### src/rtl/wb_fifo_slave.sv
// wb_fifo_slave: Wishbone classic slave hosting a DEPTH x 32 FIFO mailbox behind DATA/STATUS/CTRL words.
// Latency: one wait state; ack_o or err_o pulses for exactly the cycle after the request edge.
// Backpressure: push when full / pop when empty terminate with err_o; irq_o exists only with WB_FIFO_SLAVE_IRQ_EN.
module wb_fifo_slave #(
    parameter int ADDR_WIDTH = 16,
    parameter int DATA_WIDTH = 32,
    parameter int DEPTH      = 8
) (
    input  logic                  clk_i,
    input  logic                  rst_i,
    input  logic                  cyc_i,
    input  logic                  stb_i,
    input  logic                  we_i,
    input  logic [ADDR_WIDTH-1:0] adr_i,
    input  logic [DATA_WIDTH-1:0] dat_i,
    input  logic [3:0]            sel_i,
    output logic [DATA_WIDTH-1:0] dat_o,
    output logic                  ack_o,
    output logic                  err_o
`ifdef WB_FIFO_SLAVE_IRQ_EN
    ,
    output logic                  irq_o
`endif
);

    localparam int PW = $clog2(DEPTH);
    localparam int CW = PW + 1;

    localparam logic [1:0] OFF_DATA   = 2'd0;
    localparam logic [1:0] OFF_STATUS = 2'd1;
    localparam logic [1:0] OFF_CTRL   = 2'd2;
    localparam logic [1:0] OFF_NONE   = 2'd3;

    typedef enum logic [1:0] {
        S_IDLE,
        S_ACK,
        S_ERR
    } state_t;

    state_t                  state_q, state_d;
    logic [DATA_WIDTH-1:0]   dat_q, dat_d;
    logic [PW-1:0]           wr_ptr_q, wr_ptr_d;
    logic [PW-1:0]           rd_ptr_q, rd_ptr_d;
    logic [CW-1:0]           count_q, count_d;
    logic                    ovf_q, ovf_d;
    logic                    udf_q, udf_d;
    logic                    irq_en_w;
    logic                    push;
    logic [DATA_WIDTH-1:0]   mem_q [DEPTH];

    logic                    req;
    logic [1:0]              off;
    logic                    sel_ok;
    logic                    full;
    logic                    empty;
    logic [7:0]              cnt8;
    logic [31:0]             status_w;
    logic                    unused_adr;

    assign req    = cyc_i & stb_i & (state_q == S_IDLE);
    assign off    = adr_i[3:2];
    assign sel_ok = (sel_i == 4'hF);
    assign full   = (count_q == CW'(DEPTH));
    assign empty  = (count_q == '0);
    // With DEPTH=256 the count field wraps to 0 when full; the full flag disambiguates.
    assign cnt8   = 8'(count_q);
    assign status_w = {8'h00, cnt8, 12'h000, udf_q, ovf_q, full, empty};
    assign unused_adr = ^{adr_i[ADDR_WIDTH-1:4], adr_i[1:0]};

`ifdef WB_FIFO_SLAVE_IRQ_EN
    logic irq_en_q, irq_en_d;
    logic irq_q;
    assign irq_en_w = irq_en_q;
    assign irq_o    = irq_q;
`else
    assign irq_en_w = 1'b0;
`endif

    always_comb begin
        state_d  = S_IDLE;
        dat_d    = '0;
        wr_ptr_d = wr_ptr_q;
        rd_ptr_d = rd_ptr_q;
        count_d  = count_q;
        ovf_d    = ovf_q;
        udf_d    = udf_q;
        push     = 1'b0;
`ifdef WB_FIFO_SLAVE_IRQ_EN
        irq_en_d = irq_en_q;
`endif
        if (req) begin
            unique case (off)
                OFF_DATA: begin
                    if (we_i) begin
                        if (!sel_ok) begin
                            state_d = S_ERR;
                        end else if (full) begin
                            state_d = S_ERR;
                            ovf_d   = 1'b1;
                        end else begin
                            state_d  = S_ACK;
                            push     = 1'b1;
                            wr_ptr_d = wr_ptr_q + 1'b1;
                            count_d  = count_q + 1'b1;
                        end
                    end else begin
                        if (empty) begin
                            state_d = S_ERR;
                            udf_d   = 1'b1;
                        end else begin
                            state_d  = S_ACK;
                            dat_d    = mem_q[rd_ptr_q];
                            rd_ptr_d = rd_ptr_q + 1'b1;
                            count_d  = count_q - 1'b1;
                        end
                    end
                end
                OFF_STATUS: begin
                    if (we_i) begin
                        state_d = S_ERR;
                    end else begin
                        state_d = S_ACK;
                        dat_d   = DATA_WIDTH'(status_w);
                    end
                end
                OFF_CTRL: begin
                    if (we_i) begin
                        if (!sel_ok) begin
                            state_d = S_ERR;
                        end else begin
                            state_d = S_ACK;
                            if (dat_i[0]) begin
                                wr_ptr_d = '0;
                                rd_ptr_d = '0;
                                count_d  = '0;
                                ovf_d    = 1'b0;
                                udf_d    = 1'b0;
                            end
`ifdef WB_FIFO_SLAVE_IRQ_EN
                            irq_en_d = dat_i[1];
`endif
                        end
                    end else begin
                        state_d = S_ACK;
                        dat_d   = DATA_WIDTH'({30'b0, irq_en_w, 1'b0});
                    end
                end
                OFF_NONE: begin
                    state_d = S_ERR;
                end
            endcase
        end
    end

    always_ff @(posedge clk_i or posedge rst_i) begin
        if (rst_i) begin
            state_q  <= S_IDLE;
            dat_q    <= '0;
            wr_ptr_q <= '0;
            rd_ptr_q <= '0;
            count_q  <= '0;
            ovf_q    <= 1'b0;
            udf_q    <= 1'b0;
        end else begin
            state_q  <= state_d;
            dat_q    <= dat_d;
            wr_ptr_q <= wr_ptr_d;
            rd_ptr_q <= rd_ptr_d;
            count_q  <= count_d;
            ovf_q    <= ovf_d;
            udf_q    <= udf_d;
        end
    end

    // Storage carries no reset; contents are only observable through the pointers.
    always_ff @(posedge clk_i) begin
        if (push) begin
            mem_q[wr_ptr_q] <= dat_i;
        end
    end

`ifdef WB_FIFO_SLAVE_IRQ_EN
    always_ff @(posedge clk_i or posedge rst_i) begin
        if (rst_i) begin
            irq_en_q <= 1'b0;
            irq_q    <= 1'b0;
        end else begin
            irq_en_q <= irq_en_d;
            irq_q    <= irq_en_q & ~empty;
        end
    end
`endif

    assign ack_o = (state_q == S_ACK);
    assign err_o = (state_q == S_ERR);
    assign dat_o = dat_q;

endmodule

### config.mk
export PLATFORM = sky130hd
export DESIGN_NAME = wb_fifo_slave
export DESIGN_NICKNAME = d
export VERILOG_FILES = /design/src/rtl/wb_fifo_slave.sv
export SDC_FILE = /design/constraint.sdc
export NUM_CORES = 1
export LEC_CHECK = 0
export CORE_AREA = 2 2 180 182
export CTS_CLUSTER_DIAMETER = 80
export CTS_CLUSTER_SIZE = 20
export DETAILED_ROUTE_END_ITERATION = 16
export DIE_AREA = 0 0 182 184
export MAX_ROUTING_LAYER = met4
export PLACE_DENSITY = 0.53
export SYNTH_ARGS = -nofsm -noshare
export SYNTH_HDL_FRONTEND = slang
export SYNTH_SLANG_ARGS = --single-unit
### constraint.sdc
create_clock -name clk_i -period 4.65 [get_ports clk_i]
set_input_delay 0.93 -clock clk_i [delete_from_list [all_inputs] [get_ports clk_i]]
set_output_delay 0.93 -clock clk_i [all_outputs]
set_load 0.05 [all_outputs]
==> metrics.yaml <==
grt_pass1_wl_mm: 36.6
grt_max_degree: 53
finalNetCount: 731
seq_area_frac_synth_pct: 76.9
worst_pin_slew_ps: 1050
fp.coreArea_sq_um: 31400
synth_area_sq_um: 11500
syn_avg_cell_area_sq_um: 19.8
worstPathRequired_ps: 4840
min_period_over_period_pct: 68.5
crit_arrival_ps: 3380
synth.largest_area_cell: "edfxtp_1"
seqPwrFrac_pct: 56.7
crit_fanout: 23
wirelength_met1_mm: 10.4
yosysTopAreaCellShare_pct: 66.9
vias_per_cell: 5.22
wl_per_cell_um: 21.9
dpl.hpwl_mm: 13.2
drtIter0Drc: 541
yosys_warnings: 0
hold_class: "reg2reg"
comb_power_share_pct: 13.2
h-tree-depth: 1
post_cts_resized: 0
clk_pin_slew_ps: 80
max_stage_delay_ps: 610
timing.critical_path.buf_inv: 4
drt.antenna.violating_nets: 0
cellLeakagePower_nw: 4.34
cp-start-kind: "input pin"
placed_cell_area_sq_um: 12900
reg2reg_depth: 5
clkLatencyLatePin_ps: 500
grt_pass1_vias: 6026
status: "completed"
power_density_nw_per_um2: 410
layout_commonest_cell: "edfxtp_1"
gp_congestion: 0.811
maxSlewViolCount: 0
swShare_pct: 23.3
critPathTopFamily: "simple AND/OR/NAND/NOR gates"
die_width_um: 182
drv_cap: 0
final_core_util_pct: 42.8
wl_met2_mm: 11.7
startpoint: "we_i"
drc_errors: 0
cts_made_buffers: 19
postCtsSetupBuffers: 0
syn_inst: 580
synth_async_sr_flop_share_pct: 15.2
power.switching_mw: 1.28
grt_usage_pct: 15.0
critical_path.cell_chain: "clkdlybuf4s50_1, buf_4, inv_1, nor3_1, or3b_2, nor2_4, buf_12"
synthFlopType: "edfxtp_1"
setup_viol: 0
start_util_pct: 36.6
clock.fmax_mhz: 314
cpMaxStageDelayCell: "or3b_2"
power_mw: 5.51
ctsHoldBuffers: 0
port_buffers: 76
critPathCaptureType: "register"
die-height_um: 184
cts-root-buf: "clkbuf_16"
rr_endpoint: "mem_q[2][9]$_DFFE_PP_"
cp.depth: 7
synth_cell_types: 46
antenna_found_initial: 1
peakVddDrop_uv: 226
fin_area_sq_um: 13500
synthTopCellsByArea: "edfxtp_1 (67%), mux4_2 (13%), dfrtp_1 (10%), nand2_1 (1.8%), a21oi_1 (1.3%)"
grt-ovfl-total: 0
routed-wl-met3_mm: 1.13
io_pins: 91
drt_first_pass_iters: 4
cts.sinks: 302
top_layer: "met4"
cts_tree: "built"
clockBufferDepth: 3
synth.ff_latch_count: 302
syn_to_final_growth_pct: 17.0
hold_violations: 0
intPower_mw: 4.23
r2r-start: "state_q[0]$_DFF_PP0_"
tns_ps: 0
wl_mm: 23.7
pre_cts_slack_ps: 927
ff2ff_setup_slack_ps: 2030
power.share.clock_pct: 30.1
drive_gt1_share_pct: 18.8
crit_type: "in2reg"
crit_end: "mem_q[2][9]$_DFFE_PP_"
num_vias: 5642
row_count: 65
slew_headroom_pct: 30.2
synth_nets: 643
synth_edf_count: 256
final_cell_mix: "edfxtp_1 (256), clkdlybuf4s50_1 (76), mux4_2 (64), nand2_1 (55), dfrtp_1 (44)"
clock_skew_ps: 14.3
finalCriticalPeriod_ps: 3190
fin_ws_ps: 1460
dieArea_sq_um: 33500
rsz0062_at_grt: "false"
-- worst register-to-register path: stages (launching register included) --
cell and delay, ps:
dfrtp_1 410, nand4bb_4 280, nor3_1 330, or3b_2 610
nor2_4 420, buf_12 280
-- cell type report --
| type | instances | area (sq um) |
|---|---|---|
| flip-flops and latches | 302 | 8840 |
| well taps | 402 | 503 |
| inverters | 7 | 26.3 |
| fillers | 2750 | 17900 |
| clock buffers | 27 | 505 |
| clock inverters | 3 | 47.5 |
| multi-input cells | 244 | 2580 |
| diodes | 1 | 2.50 |
| repair buffers | 94 | 946 |
-- power by group through the flow --
stage / clock network, mW / logic, mW / registers [mW]
after floorplan: 0 / 0.652 / 3.07
after global placement: 0 / 0.723 / 3.19
after detailed placement: 0 / 0.739 / 3.20
after CTS: 1.71 / 0.741 / 3.14
after global routing: 1.81 / 0.795 / 3.16
final: 1.66 / 0.727 / 3.13
-- registers in the layout (all words and copies together) (netlist names) --
| register | cells |
|---|---|
| state_q | 2 |
| rd_ptr_q | 3 |
| wr_ptr_q | 3 |
| dat_o | 32 |
| ovf_q | 1 |
| count_q | 4 |
| udf_q | 1 |
| mem_q | 256 |
-- worst min-delay path by stage --
stage	from	end	slack, ps	cells past startpoint
final	ovf_q$_DFFE_PP0P_	dat_o[2]$_DFF_PP0_	510	1
after global routing	ovf_q$_DFFE_PP0P_	dat_o[2]$_DFF_PP0_	530	1
after CTS	ovf_q$_DFFE_PP0P_	dat_o[2]$_DFF_PP0_	500	1
after detailed placement	ovf_q$_DFFE_PP0P_	dat_o[2]$_DFF_PP0_	480	1
after global placement	ovf_q$_DFFE_PP0P_	dat_o[2]$_DFF_PP0_	480	1
after floorplan	ovf_q$_DFFE_PP0P_	dat_o[2]$_DFF_PP0_	460	1
-- metrics by stage --
stage,cells,hold slack [ps]
finish,1080,505
CTS,1079,499
global route,1080,525
detailed placement,1049,480
global placement,1049,480
floorplan,580,457
-- Yosys cell counts (2+ instances only) --
cell / number
edfxtp_1: 256
mux4_2: 64
nand2_1: 55
dfrtp_1: 46
a21oi_1: 30
nor2_1: 18
clkbuf_1: 16
buf_2: 8
mux2i_1: 8
inv_1: 6
nor3_1: 6
o2bb2ai_1: 6
ha_1: 5
mux2_2: 5
nand3_1: 4
o21ai_0: 4
buf_1: 3
nand4_1: 3
nor2b_1: 3
o22ai_1: 3
or4_1: 3
a21o_1: 2
nand2b_1: 2
xor2_1: 2
-- logic make-up (layout without fill, tap and decap cells) --
group,after synthesis,count (layout),synth area share [%]
AOI/OAI and AO/OA,54,54,2.89
xor gates and xnor gates,2,2,0.152
adders and majority gates,6,6,0.718
buffers and inverters,34,131,1.20
DFF,302,302,76.9
muxes,77,77,13.7
other,0,1,0
and+or+nand+nor,105,105,4.44
-- per-layer routing --
metal,vias to the layer above,GRT usage [%]
met5,-,-
met4,0,2.94
met3,37,2.22
met2,134,25.2
met1,2976,19.7
li1,2495,-
Note: power is estimated with default switching activity, not from simulation.
